[config.mk]
export PLATFORM = sky130hd
export DESIGN_NAME = limb_loader
export DESIGN_NICKNAME = d
export VERILOG_FILES = /design/src/rtl/limb_pkg.sv /design/src/rtl/limb_loader.sv
export SDC_FILE = /design/constraint.sdc
export NUM_CORES = 1
export LEC_CHECK = 0
export BUFFER_PORTS_ARGS = -buffer_cell sky130_fd_sc_hd__buf_2
export CORE_MARGIN = 2
export CORE_UTILIZATION = 45
export CTS_CLUSTER_SIZE = 12
export DETAILED_ROUTE_END_ITERATION = 8
export GPL_TIMING_DRIVEN = 0
export PLACE_DENSITY_LB_ADDON = 0.08
export SKIP_CTS_REPAIR_TIMING = 1
export SLEW_MARGIN = 20
export SYNTH_ARGS = -nofsm -noshare
export SYNTH_HDL_FRONTEND = slang
export SYNTH_SLANG_ARGS = --single-unit
[constraint.sdc]
create_clock -name clk -period 8.1 [get_ports clk]
set_input_delay 2.025 -clock clk [delete_from_list [all_inputs] [get_ports clk]]
set_output_delay 2.025 -clock clk [all_outputs]
set_load 0.02 [all_outputs]
[src/rtl/limb_pkg.sv]
// Shared definitions for the limb CPU, its writable instruction memory and the program loader.
package limb_pkg;

   localparam int unsigned LIMB_ADDR_W  = 8;
   localparam int unsigned LIMB_INSTR_W = 32;
   localparam logic [7:0]  LOADER_MAGIC = 8'hA5;

   typedef enum logic [2:0] {
      IDLE,
      LEN,
      DATA,
      WRITE,
      CHK
   } loader_state_t;

endpackage

[src/rtl/limb_loader.sv]
// Program loader: receives a framed byte stream, assembles little-endian words into
// instruction memory while holding the CPU, then checks the frame checksum.
module limb_loader
   import limb_pkg::*;
#(
   parameter logic [7:0]  MAGIC  = LOADER_MAGIC,
   parameter int unsigned ADDR_W = LIMB_ADDR_W
) (
   input  logic                    clk,
   input  logic                    reset,
   input  logic [7:0]              in_data,
   input  logic                    in_valid,
   output logic                    in_ready,
   output logic                    prog_we,
   output logic [ADDR_W-1:0]       prog_addr,
   output logic [LIMB_INSTR_W-1:0] prog_data,
   output logic                    cpu_hold,
   output logic                    done,
   output logic                    error
);

   loader_state_t state;
   loader_state_t state_next;

   logic                    accept;
   logic [8:0]              word_cnt;
   logic [1:0]              idx;
   logic [LIMB_INSTR_W-1:0] shadow;
   logic [7:0]              checksum;
   logic [7:0]              sum_next;
   logic [ADDR_W-1:0]       addr;

   assign accept    = in_valid && in_ready;
   assign sum_next  = checksum + in_data;
   assign prog_addr = addr;
   assign prog_data = shadow;

   always_ff @(posedge clk) begin
      if (!reset) begin
         state <= IDLE;
      end else begin
         state <= state_next;
      end
   end

   // in_ready and prog_we are gated by reset so both read 0 while reset is held low
   always_comb begin
      state_next = state;
      in_ready   = 1'b0;
      prog_we    = 1'b0;
      unique case (state)
         IDLE: begin
            in_ready = reset;
            if (accept && in_data == MAGIC) begin
               state_next = LEN;
            end
         end
         LEN: begin
            in_ready = reset;
            if (accept) begin
               state_next = DATA;
            end
         end
         DATA: begin
            in_ready = reset;
            if (accept && idx == 2'd3) begin
               state_next = WRITE;
            end
         end
         WRITE: begin
            prog_we    = reset;
            state_next = (word_cnt == 9'd1) ? CHK : DATA;
         end
         CHK: begin
            in_ready = reset;
            if (accept) begin
               state_next = IDLE;
            end
         end
         default: state_next = IDLE;
      endcase
   end

   always_ff @(posedge clk) begin
      if (!reset) begin
         word_cnt <= '0;
         idx      <= '0;
         shadow   <= '0;
         checksum <= '0;
         addr     <= '0;
         cpu_hold <= 1'b0;
         done     <= 1'b0;
         error    <= 1'b0;
      end else begin
         done <= 1'b0;
         unique case (state)
            IDLE: begin
               if (accept && in_data == MAGIC) begin
                  cpu_hold <= 1'b1;
                  error    <= 1'b0;
                  checksum <= '0;
                  addr     <= '0;
               end
            end
            LEN: begin
               if (accept) begin
                  word_cnt <= (in_data == 8'h00) ? 9'd256 : {1'b0, in_data};
                  idx      <= '0;
               end
            end
            DATA: begin
               if (accept) begin
                  shadow[{idx, 3'b000} +: 8] <= in_data;
                  checksum                   <= sum_next;
                  if (idx != 2'd3) begin
                     idx <= idx + 2'd1;
                  end
               end
            end
            WRITE: begin
               addr     <= addr + 1'b1;
               word_cnt <= word_cnt - 9'd1;
               idx      <= '0;
            end
            CHK: begin
               if (accept) begin
                  checksum <= sum_next;
                  if (sum_next == 8'h00) begin
                     done     <= 1'b1;
                     cpu_hold <= 1'b0;
                  end else begin
                     error <= 1'b1;
                  end
               end
            end
            default: ;
         endcase
      end
   end

endmodule

==> summary by stage, run 1 <==
Logic synthesis
The share of synthesized cell area in and, or, nand and nor gates is 26.8%. The proportion of synthesized flip-flops having asynchronous set or reset is 0%. The synthesized design contains 0 enable-type register cells. Multiplexer cells account for less than 1% of the synthesized area. The post-synthesis share of cell area spent on xor and xnor gates is 0.769%. The most used flip-flop cell after synthesis is dfxtp_1. Synthesis produced a netlist with a net count of between 400 and 500. The Yosys step of the flow raised 0 warnings. The post-synthesis area per instance is slightly above 8 um2. By area, the combinational part of the netlist is dominated by simple AND/OR/NAND/NOR gates. The synthesized instance count is around 420. The area of the mapped netlist is 3420 um2. The distinct cell type count after synthesis is 57.

In this run, synthesis produced a sequential element count of 65. The adder-cell share of the synthesized area is under 10%. The part of the Yosys area used for sequential elements is a little under two fifths. The synthesized netlist devotes approximately 22% of its cell area to compound gates.

Placed design
The total placed cells including tap cells is around 580. Detailed placement finished with a half-perimeter wire length of around 6.2 mm. The congestion estimate from routability-driven global placement came to approximately 0.83.

The count of buffers added on input and output ports is 54.

Setup path
The family of cells with the greatest summed delay on the critical path is buffers and inverters. The biggest cell delay along the critical path is approximately 0.35 ns. The slowest cell on the critical path is clkbuf_1. The endpoint kind of the worst setup timing path is an output port. The worst register-to-register path begins at checksum[0]. Traced cell by cell, the critical path runs through buf_2, clkbuf_1, inv_1, clkbuf_1, nor2_1, buf_2. The critical path contains buffers and inverters numbering 5 combined. The worst register-to-register path ends at cpu_hold. The required time at the endpoint of the critical path is ~6 ns. The minimum setup slack among reg-to-reg paths is roughly 5.4 ns. The largest driver fanout on the critical path is 10. Data on the critical path arrives at its endpoint at between 3 and 4 ns. Counting cells, the worst reg-to-reg path comes to 8. The startpoint class of the critical path is an input port. The critical path start-end classification is input port to output port.

CTS
The buffer cell driving the clock tree root is clkbuf_8. The tree built by TritonCTS fans out to 65 sinks. The level count of the clock H-tree is 3.

TritonCTS built the clock tree. The buffer levels on the longest clock path is 2. The latest clock arrival within the worst-skew pair is between 0.3 and 0.4 ns. The number of buffers created by CTS is 9. Clock-pin slew was measured on the worst setup and hold paths at 0.07 ns.

Worst hold path
In this run the worst hold path is classified as flip-flop to flip-flop. The depth of the worst hold-timing path is 2. The worst hold endpoint is prog_data[23]. The origin of the worst min-delay path is prog_data[23].

Power
In this run the power spent charging and discharging nets is around 0.14 mW. The power per cell area is ~150 nW/um2. The part of the total power dissipated in combinational logic is under 10%.

The leakage power of the design is 1.52 nW. Sequential cells burn 54.6% of the power. The cell-internal power is approximately 0.45 mW. The clock network fraction of design power is around 40%. The highest ir drop seen on vdd is 0.000114 V. The fraction of power spent switching nets is between 20% and 30%.

STA
For the pin with the worst max-slew slack, the measured transition is 0.959 ns. Setup repair after global routing left no endpoint under its margin. The maximum clock frequency is 0.187 GHz. Between clock sinks in the finished design, the worst skew comes to slightly above 0.005 ns. Setup violations remaining at the end of the flow were counted as 0. The final max-slew violation count came to 0. The number of endpoints with negative hold slack in the final report is 0. In this run the tightest slew margin relative to its limit is 35.9%. The worst path needs 5.33 ns of the cycle, external delays included. The aggregate negative setup slack is 0 ns.

Dividing the final minimum period by the clock period gives 65.9%. Final hold analysis gives a worst-case slack of roughly 0.45 ns.

Route
The detail route stage leaves a number of antenna-violating nets equal to 0. For this block, the routed nets add up to 8.92 mm of wire. The DRC violation count after routing is 0. The first-pass iteration count of the detailed router is 4. The number of DRC markers after the initial detailed-route iteration is 115. The vias per cell is approximately 5.5.

The count of vias placed by the detailed router is 3263. After detailed routing, the average wire length per cell comes to roughly 15 um.

Floorplan
Pin placement for this block handled 56 I/O pins. The die is 91.2 um wide. The floorplan step set the die height to approximately 91 um.

The initial standard-cell utilization of the core is 46.9%. The die covers just over 8000 um2. The number of placement rows is 31. The total core area is about 7300 um2.

GRT
The wire length of the first global-routing pass is approximately 15 mm. Across every metal layer, demand over resource in global routing totals 22.3%. The maximum number of pins on one net before global-route repair is 11. The sum of overflow across all layers after global routing is 0.

The via count of the first global-routing pass is 3038. The number of antenna violations at the first check in global routing was 0.

Layout
From synthesis to final layout, the design area changed by 16.3%. The count of inserted antenna diode cells is 0. Of the cells placed in the final design, the portion with a size suffix greater than 1 is around 20%. Leaving out filler cells and counting taps, the final layout contains around 600.

The number of nets in the layout is 515.

Job
Across the run, the number of max-cap violations was 0.

Run status
The run finished with clean final reports.
[how the worst max path moves through the flow]
stage                     startpoint  endpoint  slack, ns  cells after the start
after floorplan                reset  in_ready       3.17                      4
after global placement         reset  in_ready       2.70                      6
after detailed placement       reset  in_ready       2.73                      6
after CTS                      reset  in_ready       2.72                      6
after global routing           reset  in_ready       2.59                      6
final                          reset  in_ready       2.77                      6
[cell usage in the layout, fill, tap and decap left out, types with 8 or more instances in the layout]
cell / Yosys / final
inv_1: 8 / 8
clkbuf_1: 11 / 13
clkbuf_8: 3 / 13
o21ai_0: 17 / 17
a21oi_1: 63 / 63
nand2_1: 58 / 58
nor3_1: 8 / 8
nand3_1: 45 / 45
nor2_1: 34 / 34
ha_1: 15 / 15
dfxtp_1: 65 / 65
buf_2: 4 / 58
[cells by family (layout without fill, tap and decap cells)]
group | Yosys count | count (layout)
multiplexers | 2 | 2
buffers and inverters | 31 | 100
XOR/XNOR | 3 | 3
AND/OR/NAND/NOR | 188 | 188
adder cells (fa/ha/maj) | 17 | 17
AO/OA/AOI/OAI | 117 | 117
flip-flops | 65 | 65
[flip-flops by register name (all words and copies together) (netlist names)]
name / count
state: 3
prog_data: 32
error: 1
word_cnt: 9
cpu_hold: 1
checksum: 8
idx: 2
prog_addr: 8
done: 1
[synthesized netlist by cell type (4+ instances only)]
cell type	number	area [um2]
dfxtp_1	65	1300
a21oi_1	63	315
nand2_1	58	218
nand3_1	45	225
nor2_1	34	128
o21ai_0	17	85.1
ha_1	15	188
clkbuf_1	11	41.3
inv_1	8	30.0
nor3_1	8	40.0
a31oi_1	7	43.8
a211oi_1	5	37.5
and2_1	5	31.3
nor4_1	5	31.3
buf_2	4	20.0
nand2b_1	4	25.0
nand4_1	4	25.0
nor3b_1	4	30.0
[per-layer routing]
layer	track usage, %	vias to the layer above	share of wire (%)
met4	7.58	0	0.95
met2	36.1	66	47
met3	4.15	8	4.9
li1	-	1655	-
met1	29.9	1534	47
met5	0	-	0
[metrics by stage]
step | setup slack (ns) | cell area, um2 | power, mW | util [%]
detailed placement | 2.73 | 3810 | 0.358 | 52.3
global route | 2.59 | 3980 | 0.607 | 54.5
floorplan | 3.17 | 3420 | 0.344 | -
CTS | 2.72 | 3980 | 0.593 | 54.5
finish | 2.77 | 3980 | 0.585 | 54.5
global placement | 2.70 | 3810 | 0.358 | 52.3
[final cells by class]
class	count	area (um2)
fillers	739	3320
multi-input cells	327	1940
flip-flops and latches	65	1300
repair buffers	54	270
plain buffers	23	151
clock buffers	12	145
well taps	99	124
inverters	8	30.0
clock inverters	3	17.5
[worst register-to-register path, stage by stage (launching register included)]
cell,delay (ns)
dfxtp_1,0.32
ha_1,0.23
fa_1,0.42
a211oi_1,0.46
nor4_1,0.10
or3b_2,0.51
a2111oi_4,0.31
a31o_2,0.20
a21oi_1,0.06
[power groups by stage]
stage                     logic (mW)  registers, mW  clock network, mW
after global placement        0.0310          0.327                  0
final                         0.0310          0.320              0.234
after global routing          0.0341          0.319              0.254
after floorplan               0.0170          0.327                  0
after CTS                     0.0312          0.319              0.243
after detailed placement      0.0310          0.327                  0
No activity file was read; power rests on OpenSTA's default activity.
==> inputs of run 2 (changes only) <==
ABC_AREA = 1   (was unset)
clock period = 5.3 ns   (was 8.1 ns; I/O delays follow)
==> summary by stage, run 2 <==
Layout
The number of nets in the layout is 603 (was 515). The area added between synthesis and finish is 17.4% (was 16.3%). The area of all placed cells without fillers is 4200 um2 (was 3980 um2).

The count of inserted antenna diode cells is 0 (unchanged). The multi-input logic area is 1960 um2 (was 1940 um2). Most frequent cells in the layout: 93 x nand2_1, 65 x dfxtp_1, 60 x a21oi_1 (was 65 x dfxtp_1, 63 x a21oi_1, 58 x nand2_1, 58 x buf_2, 45 x nand3_1). The commonest non-fill, non-tap cell in the layout is nand2_1 (was dfxtp_1). The share of cells above drive strength 1 is 17.6% (was 19.7%). The flip-flop count of the largest register, all copies and words added was 32 (unchanged).

The number of filler cells placed in the layout is 789 (was 739). The area of all sequential standard cells is 1300 um2 (unchanged).

Logic synthesis
Commonest cells post-synth: 93 x nand2_1, 65 x dfxtp_1, 60 x a21oi_1 (was 65 x dfxtp_1, 63 x a21oi_1, 58 x nand2_1). The dominant register cell in the synthesized netlist was dfxtp_1 (unchanged). The synthesis-stage register bit count came to 65 (unchanged). The Yosys warning count is 0 (unchanged).

The distinct cell type count after synthesis is 38 (was 57). The part of the Yosys area used for sequential elements is 36.4% (was 38.1%). The number of flops mapped to enable cells by yosys came to 0 (unchanged). The post-synthesis area per instance is 7.00 um2 (was 8.08 um2). Leading post-synthesis cells by cell area: dfxtp_1 36%, nand2_1 9.8%, a21oi_1 8.4% (was dfxtp_1 38%, a21oi_1 9.2%, nand3_1 6.6%). The cell taking the most area after synthesis is dfxtp_1 (unchanged). The proportion of synthesized flip-flops having asynchronous set or reset is 0% (unchanged). The synthesized instance count is 511 (was 423). The total nets after synthesis is 538 (was 450). The area share of the largest cell type after synthesis is 36.4% (was 38.1%). The dominant cell by count in the synthesized netlist is nand2_1 (was dfxtp_1). The area of the mapped netlist was 3570 um2 (was 3420 um2).

Power
The highest ir drop seen on vdd is 0.000117 V (was 0.000114 V). The power per cell area is 245 nW/um2 (was 147 nW/um2). The leakage power of the design is 1.87 nW (was 1.52 nW).

CTS
The level count of the clock H-tree is 3 (unchanged). The latest clock arrival within the worst-skew pair is 0.35 ns (was 0.34 ns). The number of buffers created by CTS is 9 (unchanged).

The buffer levels on the longest clock path is 2 (unchanged). The clock-pin transition on the worst setup and hold timing paths was 0.07 ns (about the same). The TritonCTS clock tree is done (unchanged). The buffer cell driving the clock tree root is clkbuf_8 (unchanged). The clock sink count is 65 (unchanged).

Floorplan
The initial standard-cell utilization of the core was 46.3% (was 46.9%). The boundary pin count is 56 (unchanged). The number of placement rows is 32 (was 31).

The vertical die dimension came to 93.1 um (was 91.2 um). The die outline area is 8670 um2 (was 8310 um2). The total core area is 7730 um2 (was 7290 um2).

The die span in x was 93.1 um (was 91.2 um).

GRT
The total routing resource utilization after global routing was 22.9% (was 22.3%). The met1 track demand over resource in global routing is 31.6% (was 29.9%). The wire length of the first global-routing pass was 15.8 mm (was 14.9 mm).

The most used routing layer in global routing is met2 (unchanged). The met3 capacity usage during global routing was 4.75% (was 4.15%). The maximum number of pins on one net before global-route repair is 14 (was 11).

The number of antenna violations at the first check in global routing was 0 (unchanged). The sum of overflow across all layers after global routing was 0 (unchanged). The met2 layer usage reported by global route is 34.9% (was 36.1%).

The via count of the first global-routing pass came to 3287 (was 3038).

STA
Unrepaired setup endpoints after global routing: false (unchanged). The aggregate negative setup slack was 0 ns (unchanged). The number of endpoints with negative hold slack in the final report is 0 (unchanged). The final setup skew is 0.0131 ns (was 0.00506 ns). Static timing analysis puts the maximum clock frequency at ~0.26 GHz. The worst path needs about 3.9 ns of the cycle, external delays included.

Dividing the final minimum period by the clock period gives roughly 73%. The slew at the pin closest to its max-slew limit is 0.591 ns (was 0.959 ns). The final max-slew violation count is 0 (unchanged). The final number of setup-violating endpoints was 0 (unchanged). The worst slew slack as a fraction of its limit is 60.6% (was 35.9%).

Worst hold path
The classification of the worst-slack hold path is flip-flop to flip-flop (unchanged).

Setup path
The biggest cell delay along the critical path is 0.44 ns (was 0.35 ns). The critical path start-end classification is input port to output port (unchanged). Crit path cell chain: clkbuf_1, clkbuf_1, nand2_1, inv_1, buf_2 (was buf_2, clkbuf_1, inv_1, clkbuf_1, nor2_1, buf_2). The slowest cell on the critical path is clkbuf_1 (unchanged). The required time at the endpoint of the critical path is 3.97 ns (was 6.08 ns).

The startpoint class of the critical path is an input port (unchanged). The endpoint kind of the worst setup timing path is an output port (unchanged). The most prevalent standard cell on the critical path is clkbuf_1. The largest driver fanout on the critical path was 10 (unchanged). The arrival time of the worst setup path is 2.54 ns (was 3.31 ns). The sum of buffers and inverters on the critical path is 4 (was 5). The family of cells with the greatest summed delay on the critical path is buffers and inverters (unchanged).

Route
The count of vias placed by the detailed router is 3559 (was 3263). The wire length after detailed routing was 9.48 mm (was 8.92 mm). The vias per cell is 5.21 (was 5.52). The average wire length per cell after detail routing is 13.9 um (was 15.1 um). The DRC violation count after routing is 0 (unchanged). The number of DRC markers after the initial detailed-route iteration is 192 (was 115). The first-pass iteration count of the detailed router is 6 (was 4). The number of routed nets with antenna violations is 0 (unchanged).

Placed design
The estimated wirelength of the detail-placed design came to 7.00 mm (was 6.23 mm). The cell area after placement is 3970 um2 (was 3810 um2). The global placement routability congestion is 0.921 (was 0.833). The count of buffers from port buffering is 54 (unchanged).

Job
The number of max-cap violations is 0 (unchanged).

Run status
Run status: completed (unchanged).
-- run 2: path summary, 6_finish.rpt --
kind	startpoint	endpoint	slack, ns	depth (start not counted)
setup / recovery	reset	in_ready	1.44	5
hold / removal	error	error	0.44	2
setup reg to reg	idx[0]	prog_data[4]	2.95	7
hold reg to reg	error	error	0.44	2
-- run 2: area by class of cell --
| cell class | instances | area share [%] |
|---|---|---|
| Clock buffer | 9 | 2.95 |
| Tap cell | 102 | 3.04 |
| Multi-Input combinational cell | 368 | 46.8 |
| Buffer | 17 | 1.94 |
| Timing Repair Buffer | 54 | 6.44 |
| Inverter | 61 | 5.46 |
| Sequential cell | 65 | 31.0 |
| Clock inverter | 7 | 2.39 |
-- run 2: per-stage QoR --
step / utilization [%] / total power [mW] / worst slack (ns) / hold slack, ns / instances
after floorplan: - / 0.540 / 1.92 / 0.447 / 511
after global placement: 51.4 / 0.561 / 1.47 / 0.437 / 667
after detailed placement: 51.4 / 0.561 / 1.47 / 0.436 / 667
after CTS: 54.3 / 1.04 / 1.47 / 0.448 / 683
after global routing: 54.3 / 1.07 / 1.33 / 0.466 / 683
final: 54.3 / 1.03 / 1.44 / 0.444 / 683
-- run 2: layer usage --
metal	part of all wire [%]	vias up
li1	-	1837
met1	48	1595
met2	44	115
met3	5.5	12
met4	1.8	0
met5	0	-
-- run 2: worst min-delay path, delay by kind of cell, from the launching register on --
kind	cells	cell delay, ns
AOI/OAI and AO/OA	1	0.05
DFF	1	0.31
buffers and inverters	1	0.04
-- run 2: cells by family (layout without fill, tap and decap cells) --
| kind of cell | after synthesis | after routing | share of synthesized area (%) |
|---|---|---|---|
| adder cells (fa/ha/maj) | 16 | 16 | 5.81 |
| buffers and inverters | 78 | 148 | 8.68 |
| XOR/XNOR | 7 | 7 | 1.72 |
| flip-flops | 65 | 65 | 36.4 |
| AND/OR/NAND/NOR | 241 | 241 | 31.3 |
| AO/OA/AOI/OAI | 104 | 104 | 16.1 |
-- run 2: power breakdown --
group / switching [mW] / leakage (nW) / internal, mW / total, mW
Clock: 0.210 / 0.115 / 0.270 / 0.479
Sequential: 0.000557 / 0.523 / 0.489 / 0.489
Combinational: 0.0438 / 1.23 / 0.0176 / 0.0614
Total: 0.254 / 1.87 / 0.776 / 1.03
